## config.mk

```make
export PLATFORM = sky130hd
export DESIGN_NAME = alu_serial_seq
export DESIGN_NICKNAME = d
export VERILOG_FILES = /design/src/rtl/alu_serial_pkg.sv /design/src/rtl/alu_bit_slice.sv /design/src/rtl/alu_serial_seq.sv
export SDC_FILE = /design/constraint.sdc
export NUM_CORES = 1
export LEC_CHECK = 0
export ABC_CLOCK_PERIOD_IN_PS = 3750
export BUFFER_PORTS_ARGS = -buffer_cell sky130_fd_sc_hd__clkbuf_2
export CORE_ASPECT_RATIO = 1.5
export CORE_MARGIN = 4
export CORE_UTILIZATION = 45
export DETAILED_ROUTE_END_ITERATION = 10
export PLACE_DENSITY = 0.74
export SETUP_SLACK_MARGIN = 0.15
export SLEW_MARGIN = 20
export SYNTH_ARGS = -nofsm -noshare
export SYNTH_HDL_FRONTEND = slang
export SYNTH_SLANG_ARGS = --single-unit
```

## constraint.sdc

```tcl
create_clock -name clk -period 3.75 [get_ports clk]
set_input_delay 0.75 -clock clk [delete_from_list [all_inputs] [get_ports clk]]
set_output_delay 0.75 -clock clk [all_outputs]
set_load 0.05 [all_outputs]
```

## src/rtl/alu_serial_pkg.sv

```systemverilog
// Shared definitions for the bit-serial ALU sequencer: op codes, FSM
// state encoding and small sizing/decode helpers.
package alu_serial_pkg;

  localparam logic [2:0] OP_AND  = 3'd0;
  localparam logic [2:0] OP_OR   = 3'd1;
  localparam logic [2:0] OP_ADD  = 3'd2;
  localparam logic [2:0] OP_SUB  = 3'd3;
  localparam logic [2:0] OP_XOR  = 3'd4;
  localparam logic [2:0] OP_NOR  = 3'd5;
  localparam logic [2:0] OP_NAND = 3'd6;
  localparam logic [2:0] OP_XNOR = 3'd7;

  typedef enum logic [1:0] {
    IDLE = 2'd0,
    RUN  = 2'd1,
    DONE = 2'd2
  } state_t;

  // Bits needed to index WIDTH bit positions (0..WIDTH-1); never below 1.
  function automatic int cnt_width(input int width);
    return (width < 2) ? 1 : $clog2(width);
  endfunction

  // ADD and SUB are the only ops that use the carry chain and produce flags.
  function automatic logic is_arith(input logic [2:0] op);
    return (op == OP_ADD) || (op == OP_SUB);
  endfunction

endpackage

```

## src/rtl/alu_bit_slice.sv

```systemverilog
// Combinational 1-bit ALU slice. B is inverted for SUB so that the
// sequencer only has to preset the carry to 1; logic ops never carry.
module alu_bit_slice
  import alu_serial_pkg::*;
(
  input  logic       a,
  input  logic       b,
  input  logic       cin,
  input  logic [2:0] op,
  output logic       y,
  output logic       cout
);

  logic b_eff_s;

  // Per-bit function select; full adder for ADD/SUB, bitwise gate otherwise.
  always_comb begin
    b_eff_s = b;
    y       = 1'b0;
    cout    = 1'b0;
    if (op == OP_SUB) begin
      b_eff_s = ~b;
    end else begin
      b_eff_s = b;
    end
    case (op)
      OP_AND:  y = a & b;
      OP_OR:   y = a | b;
      OP_ADD,
      OP_SUB: begin
        y    = a ^ b_eff_s ^ cin;
        cout = (a & b_eff_s) | (a & cin) | (b_eff_s & cin);
      end
      OP_XOR:  y = a ^ b;
      OP_NOR:  y = ~(a | b);
      OP_NAND: y = ~(a & b);
      OP_XNOR: y = ~(a ^ b);
      default: begin
        y    = 1'b0;
        cout = 1'b0;
      end
    endcase
  end

endmodule

```

## src/rtl/alu_serial_seq.sv

```systemverilog
// Bit-serial ALU sequencer. Captures an operand pair and op on start,
// walks the bits LSB first through one alu_bit_slice with the carry held
// in a flop, then publishes result and flags with a one-cycle done pulse.
// busy/done are registered from the current state, so they trail the FSM
// by one cycle: busy covers the bit-processing edges, done follows the
// DONE cycle, and the two can never be high together.
module alu_serial_seq
  import alu_serial_pkg::*;
#(
  parameter int WIDTH = 8
) (
  input  logic             clk,
  input  logic             rst_n,
  input  logic             start,
  input  logic [2:0]       op,
  input  logic [WIDTH-1:0] a,
  input  logic [WIDTH-1:0] b,
  output logic             busy,
  output logic             done,
  output logic [WIDTH-1:0] result,
  output logic             carry_out,
  output logic             overflow,
  output logic             zero
);

  localparam int CNT_W = cnt_width(WIDTH);
  localparam logic [CNT_W-1:0] LAST_BIT = CNT_W'(WIDTH - 1);

  state_t           state_r;
  logic [WIDTH-1:0] a_sh_r;
  logic [WIDTH-1:0] b_sh_r;
  logic [WIDTH-1:0] res_sh_r;
  logic [2:0]       op_r;
  logic [CNT_W-1:0] cnt_r;
  logic             carry_r;
  logic             cin_msb_r;
  logic             busy_r;
  logic             done_r;
  logic [WIDTH-1:0] result_r;
  logic             carry_out_r;
  logic             overflow_r;
  logic             zero_r;

  logic             y_s;
  logic             cout_s;

  alu_bit_slice u_slice (
    .a    (a_sh_r[0]),
    .b    (b_sh_r[0]),
    .cin  (carry_r),
    .op   (op_r),
    .y    (y_s),
    .cout (cout_s)
  );

  // Sequencer FSM with operand/result shifting and registered status outputs.
  always_ff @(posedge clk or negedge rst_n) begin
    if (!rst_n) begin
      state_r     <= IDLE;
      a_sh_r      <= '0;
      b_sh_r      <= '0;
      res_sh_r    <= '0;
      op_r        <= 3'd0;
      cnt_r       <= '0;
      carry_r     <= 1'b0;
      cin_msb_r   <= 1'b0;
      busy_r      <= 1'b0;
      done_r      <= 1'b0;
      result_r    <= '0;
      carry_out_r <= 1'b0;
      overflow_r  <= 1'b0;
      zero_r      <= 1'b0;
    end else begin
      busy_r <= (state_r == RUN);
      done_r <= (state_r == DONE);
      case (state_r)
        IDLE: begin
          if (start) begin
            a_sh_r    <= a;
            b_sh_r    <= b;
            op_r      <= op;
            res_sh_r  <= '0;
            cnt_r     <= '0;
            carry_r   <= (op == OP_SUB);
            cin_msb_r <= 1'b0;
            state_r   <= RUN;
          end else begin
            state_r   <= IDLE;
          end
        end
        RUN: begin
          res_sh_r <= {y_s, res_sh_r[WIDTH-1:1]};
          a_sh_r   <= {1'b0, a_sh_r[WIDTH-1:1]};
          b_sh_r   <= {1'b0, b_sh_r[WIDTH-1:1]};
          carry_r  <= cout_s;
          cnt_r    <= cnt_r + CNT_W'(1);
          if (cnt_r == LAST_BIT) begin
            // Carry into the MSB is what the carry flop holds for this bit.
            cin_msb_r <= carry_r;
            state_r   <= DONE;
          end else begin
            state_r   <= RUN;
          end
        end
        DONE: begin
          result_r    <= res_sh_r;
          carry_out_r <= is_arith(op_r) ? carry_r : 1'b0;
          overflow_r  <= is_arith(op_r) ? (cin_msb_r ^ carry_r) : 1'b0;
          zero_r      <= (res_sh_r == '0);
          if (start) begin
            a_sh_r    <= a;
            b_sh_r    <= b;
            op_r      <= op;
            res_sh_r  <= '0;
            cnt_r     <= '0;
            carry_r   <= (op == OP_SUB);
            cin_msb_r <= 1'b0;
            state_r   <= RUN;
          end else begin
            state_r   <= IDLE;
          end
        end
        default: begin
          state_r <= IDLE;
        end
      endcase
    end
  end

  assign busy      = busy_r;
  assign done      = done_r;
  assign result    = result_r;
  assign carry_out = carry_out_r;
  assign overflow  = overflow_r;
  assign zero      = zero_r;

endmodule

```

**Word level (Yosys, flattened, before mapping)**

Index checks and enable logic that the tools add are counted.
Widths: inputs -> output; s select.

- Bits in registers: 47
- Latch bits: 0
- Memory bits (writable): 0
- Bits in read-only memories: 0
- Input bits: 22
- Output and inout bits: 13
- Logic and storage cells: 74
- Memories kept: 0

- $add $sub $neg: 1
- Multiply operators: 0
- Divide/modulo/power cells: 0
- Magnitude comparators: 0
- Equal/unequal tests: 13
- Shift operators: 0
- Mux-type cells: 21
- Bitwise gates (word level): 15
- Reduce and logical (&&, ||, !) cells: 10

Operators by type and width:

| kind | number |
|---|---|
| $pmux 8 s2 | 3 |
| $mux 8 | 3 |
| $eq 3x3->1 const B | 5 |
| $eq 3x2->1 const B | 3 |
| $logic_not 8->1 | 1 |
| $mux 1 | 8 |
| $pmux 1 s7 | 1 |
| $pmux 3 s2 | 1 |
| $and 1x1->1 | 4 |
| $ne 2x1->1 const B | 2 |
| $not 1->1 | 4 |
| $pmux 1 s2 | 2 |
| $pmux 2 s2 | 1 |
| $reduce_and 2->1 | 2 |
| $reduce_or 2->1 | 2 |
| $xor 1x1->1 | 4 |
| $add 3x1->3 const B | 1 |
| $eq 3x1->1 const B | 1 |
| $logic_not 3->1 | 1 |
| $mux 3 | 1 |
| $or 1x1->1 | 3 |
| $reduce_and 3->1 | 1 |
| $eq 2x1->1 const B | 1 |
| $eq 2x2->1 const B | 1 |
| 4 further kinds | 4 |

**Longest topological paths before layout**

- Word-level depth: 7
- Gate-level depth with buffers: 6
- Depth with buffers taken out: 6

**Cells and area by module**

A second synthesis with hierarchy kept.

- Cells, all modules: 177
- Area total of the unflattened synthesis: 2148.3 um^2

Modules (own cells, without submodules):

| module | times used | cells each | area each (um^2) | sequential area each (um^2) |
|---|---|---|---|---|
| alu_serial_seq | 1 | 157 | 1996.9 | 1176.1 |
| alu_bit_slice | 1 | 20 | 151.4 | 0.0 |

**Worst setup path after synthesis**

Ideal clock, no wire load.

- Path type: register to register
- Start point: reg op_r[2]
- End point: reg res_sh_r[7]
- Setup time: 0.138 ns
- Arrival: 1.623 ns
- Data required time: 3.612 ns
- Slack: 1.988 ns
- Cell stages (with the launch flop): 7
- Path buffers: 0
- Clock period less this slack: 1.762 ns
- Cells stage by stage: dfrtp_1 nand3b_1 xnor2_1 fa_1 a21oi_1 a311oi_1 o221ai_1

- Longest elaborated chain between the ends: 6
- Elaborated cells on any way between the ends: 14
- Those cells by class: eq/ne: 7; mux: 3; bitwise: 2; reduce/logical: 2

Ends and longest elaborated chain:

| element | RTL line | source |
|---|---|---|
| start, declared | alu_serial_seq.sv:33 | `logic [2:0] op_r;` |
| start signal, assigned | alu_serial_seq.sv:81 | `op_r <= op;` |
| start signal, assigned | alu_serial_seq.sv:113 | `op_r <= op;` |
| $eq 3x2->1 | alu_bit_slice.sv:21, alu_bit_slice.sv:26 |  |
| $mux 1 | alu_bit_slice.sv:21 | `if (op == OP_SUB) begin` |
| $xor 1x1->1 (2 in a row) | alu_bit_slice.sv:31 | `y = a ^ b_eff_s ^ cin;` |
| $pmux 1 s7 (*) | alu_bit_slice.sv:26 | `case (op)` |
| $pmux 8 s2 (*) | alu_serial_seq.sv:76 | `case (state_r)` |
| end signal, assigned | alu_serial_seq.sv:92 | `res_sh_r <= {y_s, res_sh_r[WIDTH-1:1]};` |
| end, declared | alu_serial_seq.sv:32 | `logic [WIDTH-1:0] res_sh_r;` |

Mark *: on every way between the ends. The rest lies on a longest branch, timed or not.
A chain may end at the register's enable or synchronous reset.

**Worst setup path after layout**

- Start point: reg state_r[1]
- End point: reg a_sh_r[2]

- Longest elaborated chain between the ends: 4
- Elaborated cells on any way between the ends: 8
- Those cells by class: eq/ne: 3; mux: 1; reduce/logical: 4

Ends and longest elaborated chain:

| element | RTL line | source |
|---|---|---|
| start, declared | alu_serial_seq.sv:29 | `state_t state_r;` |
| start signal, assigned | alu_serial_seq.sv:59 | `state_r <= IDLE;` |
| start signal, assigned | alu_serial_seq.sv:86 | `state_r <= RUN;` |
| start signal, assigned | alu_serial_seq.sv:88 | `state_r <= IDLE;` |
| $eq 2x2->1 / $logic_not 2->1 (equally long branches) | alu_serial_seq.sv:76 |  |
| $reduce_or 2->1 (no line) | - |  |
| $ne 2x1->1 (no line) / $reduce_bool 2->1 (equally long branches) | - |  |
| $reduce_and 2->1 (no line) | - |  |
| end signal, assigned | alu_serial_seq.sv:93 | `a_sh_r <= {1'b0, a_sh_r[WIDTH-1:1]};` |
| end, declared | alu_serial_seq.sv:30 | `logic [WIDTH-1:0] a_sh_r;` |

Parallel ways exist; a longest one is shown, timed or not.

==> flow_metrics.py <==
metrics = {
    "clocking": {
        "numCtsBuffers": 5,
        "clkLatencyLatePin_ps": 290,
        "cts-root-buf": "clkbuf_8",
        "hold_buffers": 0,
        "clock_sinks": 47,
        "post-cts-setup-buffers": 0,
        "cts_buffer_depth": 2,
        "cts-resized-gates": 0,
        "cts_tree": "done",
        "cts.clk_slew.worst_paths_ps": 80,
        "ctsHtreeMaxLevel": 2,
    },
    "routing": {
        "dr.pass1.iters": 4,
        "vias": 1448,
        "totalWireLength_mm": 3.95,
        "vias_per_cell": 5.32,
        "wl_per_cell_um": 14.5,
        "route.detailed.drc": 0,
        "ant_nets": 0,
        "drtIter0Drc": 62,
    },
    "flow_run": {
        "drv_cap": 0,
    },
    "global_routing": {
        "met3_usage_pct": 3.80,
        "met2_usage_pct": 24.3,
        "grt.overflow.total": 0,
        "grt_util_all_layers_pct": 14.9,
        "use_met1_pct": 18.5,
        "antenna_found_initial": 0,
        "top_usage_layer": "met2",
        "grt_pass1_vias": 1487,
        "grt_pass1_wl_mm": 6.90,
        "grt_max_degree": 29,
    },
    "logic_synthesis": {
        "synth-xor-area-share_pct": 0.823,
        "yosysSeqAreaShare_pct": 55.3,
        "syn-cell-area_um2": 2130,
        "syn_inst": 175,
        "syn_nets": 202,
        "synth_top_family_by_area": "multiplexers",
        "synthDistinctLibCells": 34,
        "synth-compound-area-share_pct": 12.3,
        "synth-simple-area-share_pct": 10.5,
        "muxShareOfSynthArea_pct": 13.3,
        "synth_adder_area_share_pct": 3.29,
        "syn_area_per_cell_um2": 12.2,
        "synth_seq_cells": 47,
        "yosys_warnings": 0,
    },
    "worst_setup_path": {
        "cp-startpoint": "state_r[1]$_DFF_PN0_",
        "cp_cell_sequence": "nand2b_1 > and2_1 > o21ai_0",
        "path_delay_family": "simple AND/OR/NAND/NOR gates",
        "start_kind": "register",
        "crit_path_end_kind": "register",
        "r2r_end": "a_sh_r[2]$_DFFE_PN0P_",
        "crit_arrival_ps": 2350,
        "path_depth": 3,
        "worstPathRequired_ps": 3900,
        "slowest_stage": "and2_1",
        "worstSetupPathType": "reg2reg",
        "critical_path_buf_inv_count": 0,
        "worstSetupEndpoint": "a_sh_r[2]$_DFFE_PN0P_",
        "reg2reg_depth": 3,
        "r2r_slack_ps": 1550,
        "worstPathMaxFanout": 24,
        "slowest_delay_ps": 740,
        "reg2reg_from": "state_r[1]$_DFF_PN0_",
    },
    "layout": {
        "final_util_pct": 53.3,
        "area_growth_pct": 13.8,
        "layout_common_cells": "47 x dfrtp_1, 34 x clkbuf_2, 20 x o21ai_0, 20 x nand3_1, 16 x mux2i_1",
        "n_antenna_cell": 0,
        "fill_cells": 434,
        "final_common_cell": "dfrtp_1",
        "drive_above_1_share_pct": 28.4,
        "nNetsFinal": 234,
    },
    "place": {
        "portBuffers": 34,
        "dp_hpwl_mm": 2.77,
        "gp_congestion": 0.795,
    },
    "power": {
        "power_density_nw_per_um2": 895,
        "ir_worst_vdd_v": 0.000462,
        "p_leak_nw": 1.19,
    },
    "timing": {
        "period_needed_ps": 2200,
        "finalHoldViolCount": 0,
        "final-setup-viol-count": 0,
        "fin_tns_setup_ps": 0,
        "fmax_mhz": 455,
        "worstMarginPinSlew_ps": 775,
        "finalMaxSlewViolations": 0,
        "rsz0062_at_grt": "no",
        "fin_crit_sh_pct": 58.7,
        "fin_skew_ps": 4.55,
        "max_slew_margin_pct": 48.3,
    },
    "die": {
        "die_w_um": 64.2,
        "rows": 30,
        "ioPinCount": 35,
        "die_h_um": 92.2,
        "initial_core_util_pct": 46.9,
        "core_area_um2": 4540,
        "die-area_um2": 5920,
    },
    "hold_path": {
        "hp-class": "in2async",
    },
    "outcome": {
        "status": "complete, no violations",
    },
}
[synthesized netlist by cell type, drive strengths merged]
master	count	area, µm²
a21boi	1	7.51
a21oi	1	5.00
a22o	11	96.3
a22oi	1	12.5
a311oi	1	8.76
a32oi	1	8.76
and2	2	12.5
and3b	2	17.5
buf	10	67.6
clkbuf	1	3.75
dfrtp	47	1180
fa	1	20.0
ha	4	50.1
inv	6	22.5
mux2	11	124
mux2i	16	160
nand2	4	15.0
nand2b	3	26.3
nand3	20	100
nand3b	2	15.0
nor2b	1	6.26
nor3	1	5.00
nor4	2	12.5
o21ai	21	105
o21ba	1	10.0
o221ai	1	8.76
or4b	1	13.8
xnor2	1	8.76
xor2	1	8.76
[where the power goes]
part           total (mW)  internal, mW  switching, mW
clock               0.327         0.168          0.158
sequential          0.886         0.727          0.159
combinational       0.957         0.368          0.589
[worst reg2reg max path, delay by kind of cell (launching register included)]
kind | cells | cell delay (ps)
DFF | 1 | 460
and+or+nand+nor | 2 | 1380
AOI/OAI and AO/OA | 1 | 210
[sequential cells by signal (all words and copies together), names as in the netlist]
name       flops
busy           1
result         8
cnt_r          3
cin_msb_r      1
res_sh_r       8
carry_out      1
a_sh_r         8
zero           1
op_r           3
overflow       1
done           1
b_sh_r         8
carry_r        1
state_r        2
[metal layers]
metal	vias up	wire length, µm
li1	701	-
met5	-	0
met4	0	76
met3	8	194
met1	702	1680
met2	37	1990
[logic make-up (layout without fill, tap and decap cells)]
family	after synthesis	after routing
AOI/OAI and AO/OA	39	39
xor gates and xnor gates	2	2
adders and majority gates	5	5
buffers and inverters	17	50
DFF	47	47
muxes	27	27
and+or+nand+nor	38	38
[per-stage QoR]
stage          hold WS (ps)  worst slack (ps)  cell area [µm²]  power, mW  std cells
2_1_floorplan           454              1990             2130       1.67        175
3_3_place_gp            463              1590             2320       1.84        264
3_5_place_dp            481              1530             2320       1.86        264
4_1_cts                 417              1530             2420       2.19        272
5_1_grt                 433              1340             2420       2.34        272
6_report                408              1550             2420       2.17        272
[how the worst min path moves through the flow]
| stage | from | to | slack, ps | cells past startpoint |
|---|---|---|---|---|
| after floorplan | rst_n | a_sh_r[0]$_DFFE_PN0P_ | 450 | 0 |
| after global placement | zero$_DFFE_PN0P_ | zero$_DFFE_PN0P_ | 460 | 2 |
| after detailed placement | zero$_DFFE_PN0P_ | zero$_DFFE_PN0P_ | 480 | 2 |
| after CTS | rst_n | op_r[1]$_DFFE_PN0P_ | 420 | 1 |
| after global routing | rst_n | op_r[0]$_DFFE_PN0P_ | 430 | 1 |
| final | rst_n | b_sh_r[0]$_DFFE_PN0P_ | 410 | 1 |
[layout make-up]
class	count	area, µm²	area share [%]
Clock buffer	8	100	4.13
Inverter	6	22.5	0.930
Multi-Input combinational cell	111	858	35.4
Sequential cell	47	1180	48.6
Tap cell	64	80.1	3.31
Timing Repair Buffer	36	185	7.64
No activity file was read; power rests on OpenSTA's default activity.
